[src/rtl/vga_plot_arbiter.sv]
// vga_plot_arbiter: grants one sprite drawer at a time and rasters its SIZExSIZE block onto the VGA plot port.
// Define VGA_PLOT_ARB_RR_EN for round-robin arbitration; fixed lowest-index priority otherwise.
module vga_plot_arbiter #(
  parameter int N_REQ = 4,
  parameter int SIZE  = 4,
  parameter int X_MAX = 160,
  parameter int Y_MAX = 120
) (
  input  logic               clk,
  input  logic               reset,
  input  logic [N_REQ-1:0]   req,
  input  logic [8*N_REQ-1:0] req_x,
  input  logic [7*N_REQ-1:0] req_y,
  input  logic [3*N_REQ-1:0] req_colour,
  output logic [N_REQ-1:0]   grant,
  output logic [N_REQ-1:0]   done,
  output logic               busy,
  output logic [7:0]         x,
  output logic [6:0]         y,
  output logic [2:0]         colour,
  output logic               plot
);
  localparam int L  = SIZE > 1 ? $clog2(SIZE) : 1;
  localparam int IW = N_REQ > 1 ? $clog2(N_REQ) : 1;
  localparam logic [2*L-1:0] LAST = (2*L)'(SIZE*SIZE-1);
  localparam logic [1:0] IDLE = 2'd0, LOAD = 2'd1, DRAW = 2'd2, DONE = 2'd3;
  logic [1:0]    r_st;
  logic [IW-1:0] r_win;
  logic [7:0]    r_bx;
  logic [6:0]    r_by;
  logic [2:0]    r_col;
  logic [2*L-1:0] r_cnt;
  logic [IW-1:0] w_win;
  logic [7:0]    w_bx;
  logic [6:0]    w_by;
  logic [2:0]    w_col;
  logic [2*L-1:0] w_cnt;
  logic [8:0]    w_sx;
  logic [7:0]    w_sy;
  logic          w_ok;
`ifdef VGA_PLOT_ARB_RR_EN
  logic [IW-1:0] r_ptr;
`endif
  always_comb begin
    w_win = '0;
`ifdef VGA_PLOT_ARB_RR_EN
    for (int k = N_REQ - 1; k >= 0; k--)
      if (req[(int'(r_ptr) + k) % N_REQ]) w_win = IW'((int'(r_ptr) + k) % N_REQ);
`else
    for (int i = N_REQ - 1; i >= 0; i--)
      if (req[i]) w_win = IW'(i);
`endif
  end
  // Outputs are registered, so the next pixel is computed from the LOAD-time inputs or the latched base.
  assign w_bx  = r_st == LOAD ? req_x[8*r_win +: 8] : r_bx;
  assign w_by  = r_st == LOAD ? req_y[7*r_win +: 7] : r_by;
  assign w_col = r_st == LOAD ? req_colour[3*r_win +: 3] : r_col;
  assign w_cnt = r_st == LOAD ? '0 : r_cnt + 1'b1;
  assign w_sx  = {1'b0, w_bx} + 9'(w_cnt[L-1:0]);
  assign w_sy  = {1'b0, w_by} + 8'(w_cnt[2*L-1:L]);
  assign w_ok  = w_sx < 9'(X_MAX) && w_sy < 8'(Y_MAX);
  always_ff @(posedge clk or posedge reset) begin
    if (reset) begin
      r_st   <= IDLE;
      r_win  <= '0;
      r_bx   <= '0;
      r_by   <= '0;
      r_col  <= '0;
      r_cnt  <= '0;
      grant  <= '0;
      done   <= '0;
      busy   <= 1'b0;
      x      <= '0;
      y      <= '0;
      colour <= '0;
      plot   <= 1'b0;
`ifdef VGA_PLOT_ARB_RR_EN
      r_ptr  <= '0;
`endif
    end else begin
      case (r_st)
        IDLE: if (|req) begin
          r_st  <= LOAD;
          r_win <= w_win;
          grant <= {{(N_REQ-1){1'b0}}, 1'b1} << w_win;
          busy  <= 1'b1;
`ifdef VGA_PLOT_ARB_RR_EN
          r_ptr <= IW'((int'(w_win) + 1) % N_REQ);
`endif
        end
        LOAD: begin
          r_st   <= DRAW;
          r_bx   <= w_bx;
          r_by   <= w_by;
          r_col  <= w_col;
          r_cnt  <= w_cnt;
          x      <= w_sx[7:0];
          y      <= w_sy[6:0];
          colour <= w_col;
          plot   <= w_ok;
        end
        DRAW: if (r_cnt == LAST) begin
          r_st  <= DONE;
          plot  <= 1'b0;
          done  <= grant;
          grant <= '0;
        end else begin
          r_cnt <= w_cnt;
          x     <= w_sx[7:0];
          y     <= w_sy[6:0];
          plot  <= w_ok;
        end
        DONE: begin
          r_st <= IDLE;
          done <= '0;
          busy <= 1'b0;
        end
        default: r_st <= IDLE;
      endcase
    end
  end
endmodule

[config.mk]
export PLATFORM = sky130hd
export DESIGN_NAME = vga_plot_arbiter
export DESIGN_NICKNAME = d
export VERILOG_FILES = /design/src/rtl/vga_plot_arbiter.sv
export SDC_FILE = /design/constraint.sdc
export NUM_CORES = 1
export LEC_CHECK = 0
export ABC_AREA = 1
export ABC_CLOCK_PERIOD_IN_PS = 2700
export CAP_MARGIN = 20
export CORE_MARGIN = 2
export CORE_UTILIZATION = 42
export DETAILED_ROUTE_END_ITERATION = 16
export PLACE_DENSITY = 0.89
export SYNTH_ARGS = -nofsm -noshare
export SYNTH_HDL_FRONTEND = slang
export SYNTH_SLANG_ARGS = --single-unit
[constraint.sdc]
create_clock -name clk -period 2.7 [get_ports clk]
set_input_delay 0.405 -clock clk [delete_from_list [all_inputs] [get_ports clk]]
set_output_delay 0.405 -clock clk [all_outputs]
set_load 0.01 [all_outputs]
==> results.py, run 1 <==
metrics = {
    "run_status": {
        "status": "finished clean",
    },
    "global_route": {
        "grt_pass1_vias": 3516,
        "antenna_found_initial": 0,
        "grt_usage_pct": 22.42,
        "grt_overflow": 0,
        "grt_max_degree": 42,
        "grt_first_pass_wirelength_mm": 15.45,
    },
    "sta": {
        "fmax_ghz": 0.3789,
        "fin_crit_sh_pct": 97.75,
        "setup_ws_ns": 0.06065,
        "min_period_ns": 2.639,
        "tightest_slew_ns": 0.8574,
        "finalHoldViolations": 0,
        "setup_viol": 0,
        "relSlewSlack_pct": 42.76,
        "drv_slew": 0,
        "fin_worst_skew_ns": 0.006772,
    },
    "route": {
        "ant_nets": 0,
        "postRouteWirelength_mm": 9.538,
        "first_iter_violations": 278,
        "routedWlPerCell_um": 14.07,
        "drt_pass1_iterations": 5,
        "via_per_inst": 5.237,
        "vias": 3551,
        "drcViolationCount": 0,
    },
    "setup_path": {
        "path_cells": "inv_2, ha_4, buf_6, buf_4, nor2_1, a31oi_1, ha_1, fa_1, nand3_1, inv_1, nand3_1, nand3_1, nor2_1, nand2_1, nand3_1, nand2_1",
        "ff2ff_setup_slack_ns": 0.06,
        "r2r_start": "r_st[1]",
        "endpoint_kind": "flop",
        "critPathBufInv": 4,
        "worstPathRequired_ns": 2.92,
        "cp_max_fo": 11,
        "arrival_ns": 2.85,
        "rr_worst_depth": 16,
        "max_stage_delay_ns": 0.43,
        "cp_slowest_cell": "dfrtp_1",
        "startpoint": "r_st[1]",
        "crit_family": "adder cells",
        "cp-start-kind": "flop",
        "crit_top_cell": "nand3_1",
        "critPathKind": "flop to flop",
        "rr_endpoint": "plot",
    },
    "synthesis": {
        "syn-cell-area_um2": 3258,
        "syn_nets": 546,
        "netlist_instances": 457,
        "ys.warnings.count": 0,
        "synth.yosys.seq_area_share_pct": 39.17,
        "ys_ff_latch": 51,
        "synth.distinct_cells": 33,
        "avgSynthCellArea_um2": 7.129,
    },
    "placement": {
        "place_ws_ns": -0.05477,
        "gp_congestion": 0.8551,
        "hpwl_mm": 7.233,
        "numPortBuffers": 105,
        "dp_cells": 663,
        "dpl_cell_area_um2": 4448,
    },
    "cts": {
        "clk-insertion-delay-late_ns": 0.32,
        "root_buffer": "clkbuf_8",
        "clk_pin_slew_worst_paths_ns": 0.09,
        "htreeDepth": 2,
        "cts_buffers": 5,
        "holdBufCountCts": 0,
        "cts_sinks": 51,
        "ctsLongestPathBuffers": 2,
        "cts_tree": "done",
    },
    "power_and_ir_drop": {
        "power.share.clock_pct": 11.6,
        "swShare_pct": 46.59,
        "ir_drop_v": 0.0006366,
        "p_sw_uw": 2548,
        "p_int_uw": 2921,
        "leakagePower_uw": 0.002243,
        "power_uw": 5469,
        "power_frac_comb_pct": 64.2,
        "pwr-share-seq_pct": 24.2,
        "power_density_nw_per_um2": 1168,
    },
    "cells_and_area": {
        "diodes": 0,
        "drive_gt1_share_pct": 12.85,
        "area_growth_syn_to_layout_pct": 43.74,
        "instances_no_fill": 678,
        "fin_nets": 664,
        "fillers": 646,
        "multiInputGateArea_um2": 1664,
        "final_area_um2": 4683,
        "register_area_um2": 1279,
        "post-route-util_pct": 61.56,
    },
    "die": {
        "ios": 106,
        "initial_core_util_pct": 42.83,
        "die_h_um": 92.08,
        "dieArea_um2": 8478,
        "floorplan.core_area_um2": 7607,
        "die_x_um": 92.08,
        "num_rows": 32,
    },
    "worst_hold_path": {
        "hold_depth": 1,
        "min_path_type": "flop to flop",
        "holdPathEnd": "r_by[1]",
        "hp-start": "r_by[1]",
    },
    "run": {
        "cap_viol_max_count": 0,
    },
}
[state kept, by name (all words and copies together), names as in the netlist]
name / cells
y: 7
grant: 4
r_bx: 8
done: 4
r_by: 7
r_win: 2
r_cnt: 4
x: 8
busy: 1
plot: 1
colour: 3
r_st: 2
[layout make-up]
cell class | instances | area share [%]
Inverter | 62 | 5.076
Tap cell | 102 | 2.725
Timing Repair Buffer | 129 | 26.53
Multi-Input combinational cell | 326 | 35.53
Sequential cell | 51 | 27.30
Clock buffer | 6 | 1.550
Clock inverter | 2 | 1.282
[cells in the final DEF (no fill, tap or decap), types with 8 or more instances in the layout]
cell type,n
nor2_1,64
a31oi_1,11
o21ai_0,38
nand2_1,117
dfrtp_1,49
nand3_2,8
or2_2,9
buf_4,21
nand3_1,21
clkdlybuf4s50_1,105
inv_1,54
[power by group through the flow]
| stage | registers, uW | logic [uW] | clock network [uW] |
|---|---|---|---|
| after floorplan | 1350 | 2130 | 0 |
| after global placement | 1310 | 3170 | 0 |
| after detailed placement | 1320 | 3300 | 0 |
| after CTS | 1310 | 3320 | 637 |
| after global routing | 1360 | 3890 | 667 |
| final | 1320 | 3510 | 634 |
[how the worst max path moves through the flow]
stage / to / slack, ns / cells after the start
2_1_floorplan: plot / 0.03 / 16
3_3_place_gp: plot / 0.01 / 18
3_5_place_dp: plot / -0.05 / 18
4_1_cts: plot / 0.04 / 18
5_1_grt: plot / -0.02 / 18
6_report: plot / 0.06 / 16
[metrics by stage]
step | TNS [ns] | hold WS (ns)
after global routing | -0.01896 | 0.5025
after floorplan | 0 | 0.4541
after detailed placement | -0.05477 | 0.4685
after global placement | 0 | 0.4646
after CTS | 0 | 0.4897
final | 0 | 0.4846
[synth_stat cells]
cell type,number,area share (%)
nand3_1,23,3.5
ha_1,9,3.5
nor2_2,3,0.58
a221oi_1,1,0.27
o21ai_4,1,0.50
nor2_1,64,7.4
o21ai_1,6,0.92
clkbuf_1,3,0.35
buf_8,1,0.46
inv_2,4,0.46
fa_1,2,1.2
o21ai_0,39,6.0
nor3_1,1,0.15
a21oi_2,1,0.27
dfrtp_1,51,39
nand2_1,117,13
o21ai_2,3,0.81
inv_1,58,6.7
o22ai_1,5,0.96
xor2_1,1,0.27
buf_2,9,1.4
nand3_2,6,1.8
buf_4,3,0.69
buf_6,2,0.69
nor2_4,1,0.35
a21boi_1,1,0.23
a21o_1,3,0.69
a21oi_1,8,1.2
nand2_2,3,0.58
or2_2,9,1.7
a31oi_1,11,2.1
o31ai_1,1,0.23
nand4_1,7,1.3
[layer usage]
layer	vias up	routed length, um	global-route usage (%)
li1	1683	-	-
met1	1670	3804	26.00
met2	159	4855	41.18
met3	39	561	3.533
met4	0	318	8.831
met5	-	0	0
[repair_timing]
item / CTS / global route
buffers inserted: 0 / 7
endpoints found under the setup margin: 0 / 4
gates resized for setup: 0 / 18
[cell families (layout without fill, tap and decap cells)]
group	Yosys count	after routing	synth area share (%)
AO/OA/AOI/OAI	80	80	14.21
XOR/XNOR	1	1	0.2689
adder cells (fa/ha/maj)	11	11	4.685
buffers and inverters	80	199	10.71
flip-flops	51	51	39.17
AND/OR/NAND/NOR	234	234	30.95
No activity file was read; power rests on OpenSTA's default activity.
==> run 2: changes to the inputs <==
Settings changed: CORE_UTILIZATION 42 to 43, CTS_BUF_LIST from default to sky130_fd_sc_hd__clkbuf_4 sky130_fd_sc_hd__clkbuf_8, PLACE_DENSITY 0.89 to 0.9.
==> run 2 against run 1 <==
Compared with the run above:
- clock skew is 0.0014 ns higher
- cell count shrank 1.0%
- power down 5.0%
- fmax is 3.7% higher
==> results.py, run 2 (synthesis results as in run 1) <==
metrics = {
    "die": {
        "dieArea_um2": 8289,
        "floorplan.core_area_um2": 7292,
        "die_x_um": 91.05,
        "num_rows": 31,
        "die_h_um": 91.05,
        "ios": 106,
        "initial_core_util_pct": 44.68,
    },
    "route": {
        "first_iter_violations": 182,
        "drt_pass1_iterations": 4,
        "postRouteWirelength_mm": 9.130,
        "drcViolationCount": 0,
        "routedWlPerCell_um": 13.61,
        "vias": 3374,
        "ant_nets": 0,
        "via_per_inst": 5.028,
    },
    "cells_and_area": {
        "area_growth_syn_to_layout_pct": 41.21,
        "largestRegisters": "r_bx (8), x (8)",
        "fin_nets": 661,
        "mostFrequentLayoutCells": "nand2_1, clkdlybuf4s50_1, nor2_1",
        "diodes": 0,
        "final_common_cell": "nand2_1",
        "fillers": 673,
        "drive_gt1_share_pct": 11.71,
    },
    "power_and_ir_drop": {
        "ir_drop_v": 0.0006409,
        "power_uw": 5197,
        "power_density_nw_per_um2": 1130,
        "leakagePower_uw": 0.002212,
    },
    "setup_path": {
        "worstPathRequired_ns": 2.91,
        "critPathBufInv": 4,
        "arrival_ns": 2.75,
        "crit_family": "simple AND/OR/NAND/NOR gates",
        "r2r_start": "r_st[1]",
        "cp_max_fo": 9,
        "startpoint": "r_st[1]",
        "critPathKind": "flop to flop",
        "cp-start-kind": "flop",
        "ff2ff_setup_slack_ns": 0.16,
        "path_cells": "inv_1, ha_4, buf_6, nor2_1, a31oi_1, ha_2, inv_1, fa_1, inv_1, nand3_2, nor2_4, nand3_1, nor2_1, nor2_1, nand3_1, nand2_1",
        "rr_endpoint": "plot",
        "endpoint_kind": "flop",
        "cp_slowest_cell": "dfrtp_1",
        "max_stage_delay_ns": 0.43,
        "rr_worst_depth": 16,
    },
    "worst_hold_path": {
        "min_path_type": "flop to flop",
        "hp-start": "y[1]",
        "holdPathEnd": "y[1]",
        "hold_depth": 2,
    },
    "global_route": {
        "grt_first_pass_wirelength_mm": 15.00,
        "grt_overflow": 0,
        "grt_usage_pct": 21.82,
        "antenna_found_initial": 0,
        "grt_max_degree": 43,
        "grt_pass1_vias": 3420,
    },
    "sta": {
        "drv_slew": 0,
        "finalHoldViolations": 0,
        "setup_viol": 0,
        "fin_hold_ws_ns": 0.4843,
        "fin_crit_sh_pct": 94.23,
        "tightest_slew_ns": 0.8675,
        "fin_worst_skew_ns": 0.008211,
        "finalSetupTns_ns": 0,
        "relSlewSlack_pct": 42.08,
        "min_period_ns": 2.544,
        "fmax_ghz": 0.3930,
    },
    "cts": {
        "ctsLongestPathBuffers": 2,
        "htreeDepth": 2,
        "clk_pin_slew_worst_paths_ns": 0.10,
        "cts_buffers": 5,
        "root_buffer": "clkbuf_8",
        "clk-insertion-delay-late_ns": 0.31,
        "cts_sinks": 51,
        "cts_tree": "done",
    },
    "placement": {
        "gp_congestion": 0.8697,
        "hpwl_mm": 7.097,
        "numPortBuffers": 105,
    },
    "run": {
        "cap_viol_max_count": 0,
    },
    "run_status": {
        "status": "finished clean",
    },
}
[run 2: how the worst max path moves through the flow]
| stage | end | slack (ns) | cells after the start |
|---|---|---|---|
| 2_1_floorplan | plot | 0.03 | 16 |
| 3_3_place_gp | plot | 0.01 | 18 |
| 3_5_place_dp | plot | -0.12 | 16 |
| 4_1_cts | plot | 0.09 | 16 |
| 5_1_grt | plot | -0.03 | 15 |
| 6_report | plot | 0.16 | 16 |
[run 2: report_power, final]
part           leakage, uW  switching, uW  internal, uW  total [uW]
Sequential        0.000615            197          1120        1320
Clock            0.0000477            256           207         463
Combinational      0.00155           2020          1400        3420
Total              0.00221           2470          2720        5200
[run 2: timing repair]
action | in CTS | in global routing
endpoints found under the setup margin | 0 | 4
hold buffers | 0 | 0
gates resized for setup | 0 | 16
setup buffers | 0 | 5
endpoints found under the hold margin | 0 | 0
[run 2: final cells by class]
cell class,instances,area (um^2),share of cell area [%]
Tap cell,99,123.9,2.692
Clock buffer,6,82.58,1.795
Sequential cell,51,1279,27.79
Clock inverter,1,8.758,0.1904
Inverter,62,235.2,5.113
Timing Repair Buffer,126,1214,26.38
Multi-Input combinational cell,326,1658,36.03
[run 2: tightest hold or removal path, delay by kind of cell, from the launching register on]
kind,cells,cell delay [ns]
simple gates,2,0.10
flops,1,0.36
[run 2: per-stage QoR]
| stage | setup slack, ns | utilization [%] | cells | instance area, um^2 |
|---|---|---|---|---|
| floorplan | 0.02510 | - | 457 | 3259 |
| global placement | 0.01100 | 60.74 | 658 | 4429 |
| detailed placement | -0.1219 | 60.74 | 658 | 4429 |
| CTS | 0.08659 | 61.99 | 665 | 4521 |
| global route | -0.03196 | 63.09 | 671 | 4601 |
| finish | 0.1557 | 63.09 | 671 | 4601 |
[run 2: per-layer routing]
metal	part of all wire, %	wire [um]	track usage, %
met1	42	3798	24.81
met2	52	4767	41.11
met3	5.0	453	4.979
met4	1.2	110	5.177
met5	0	0	0
==> run 3: changes to the inputs <==
Settings changed: CTS_CLUSTER_SIZE from default to 16.
==> results of run 3 <==
Final layout, timing and power as in run 2 (identical DEF).
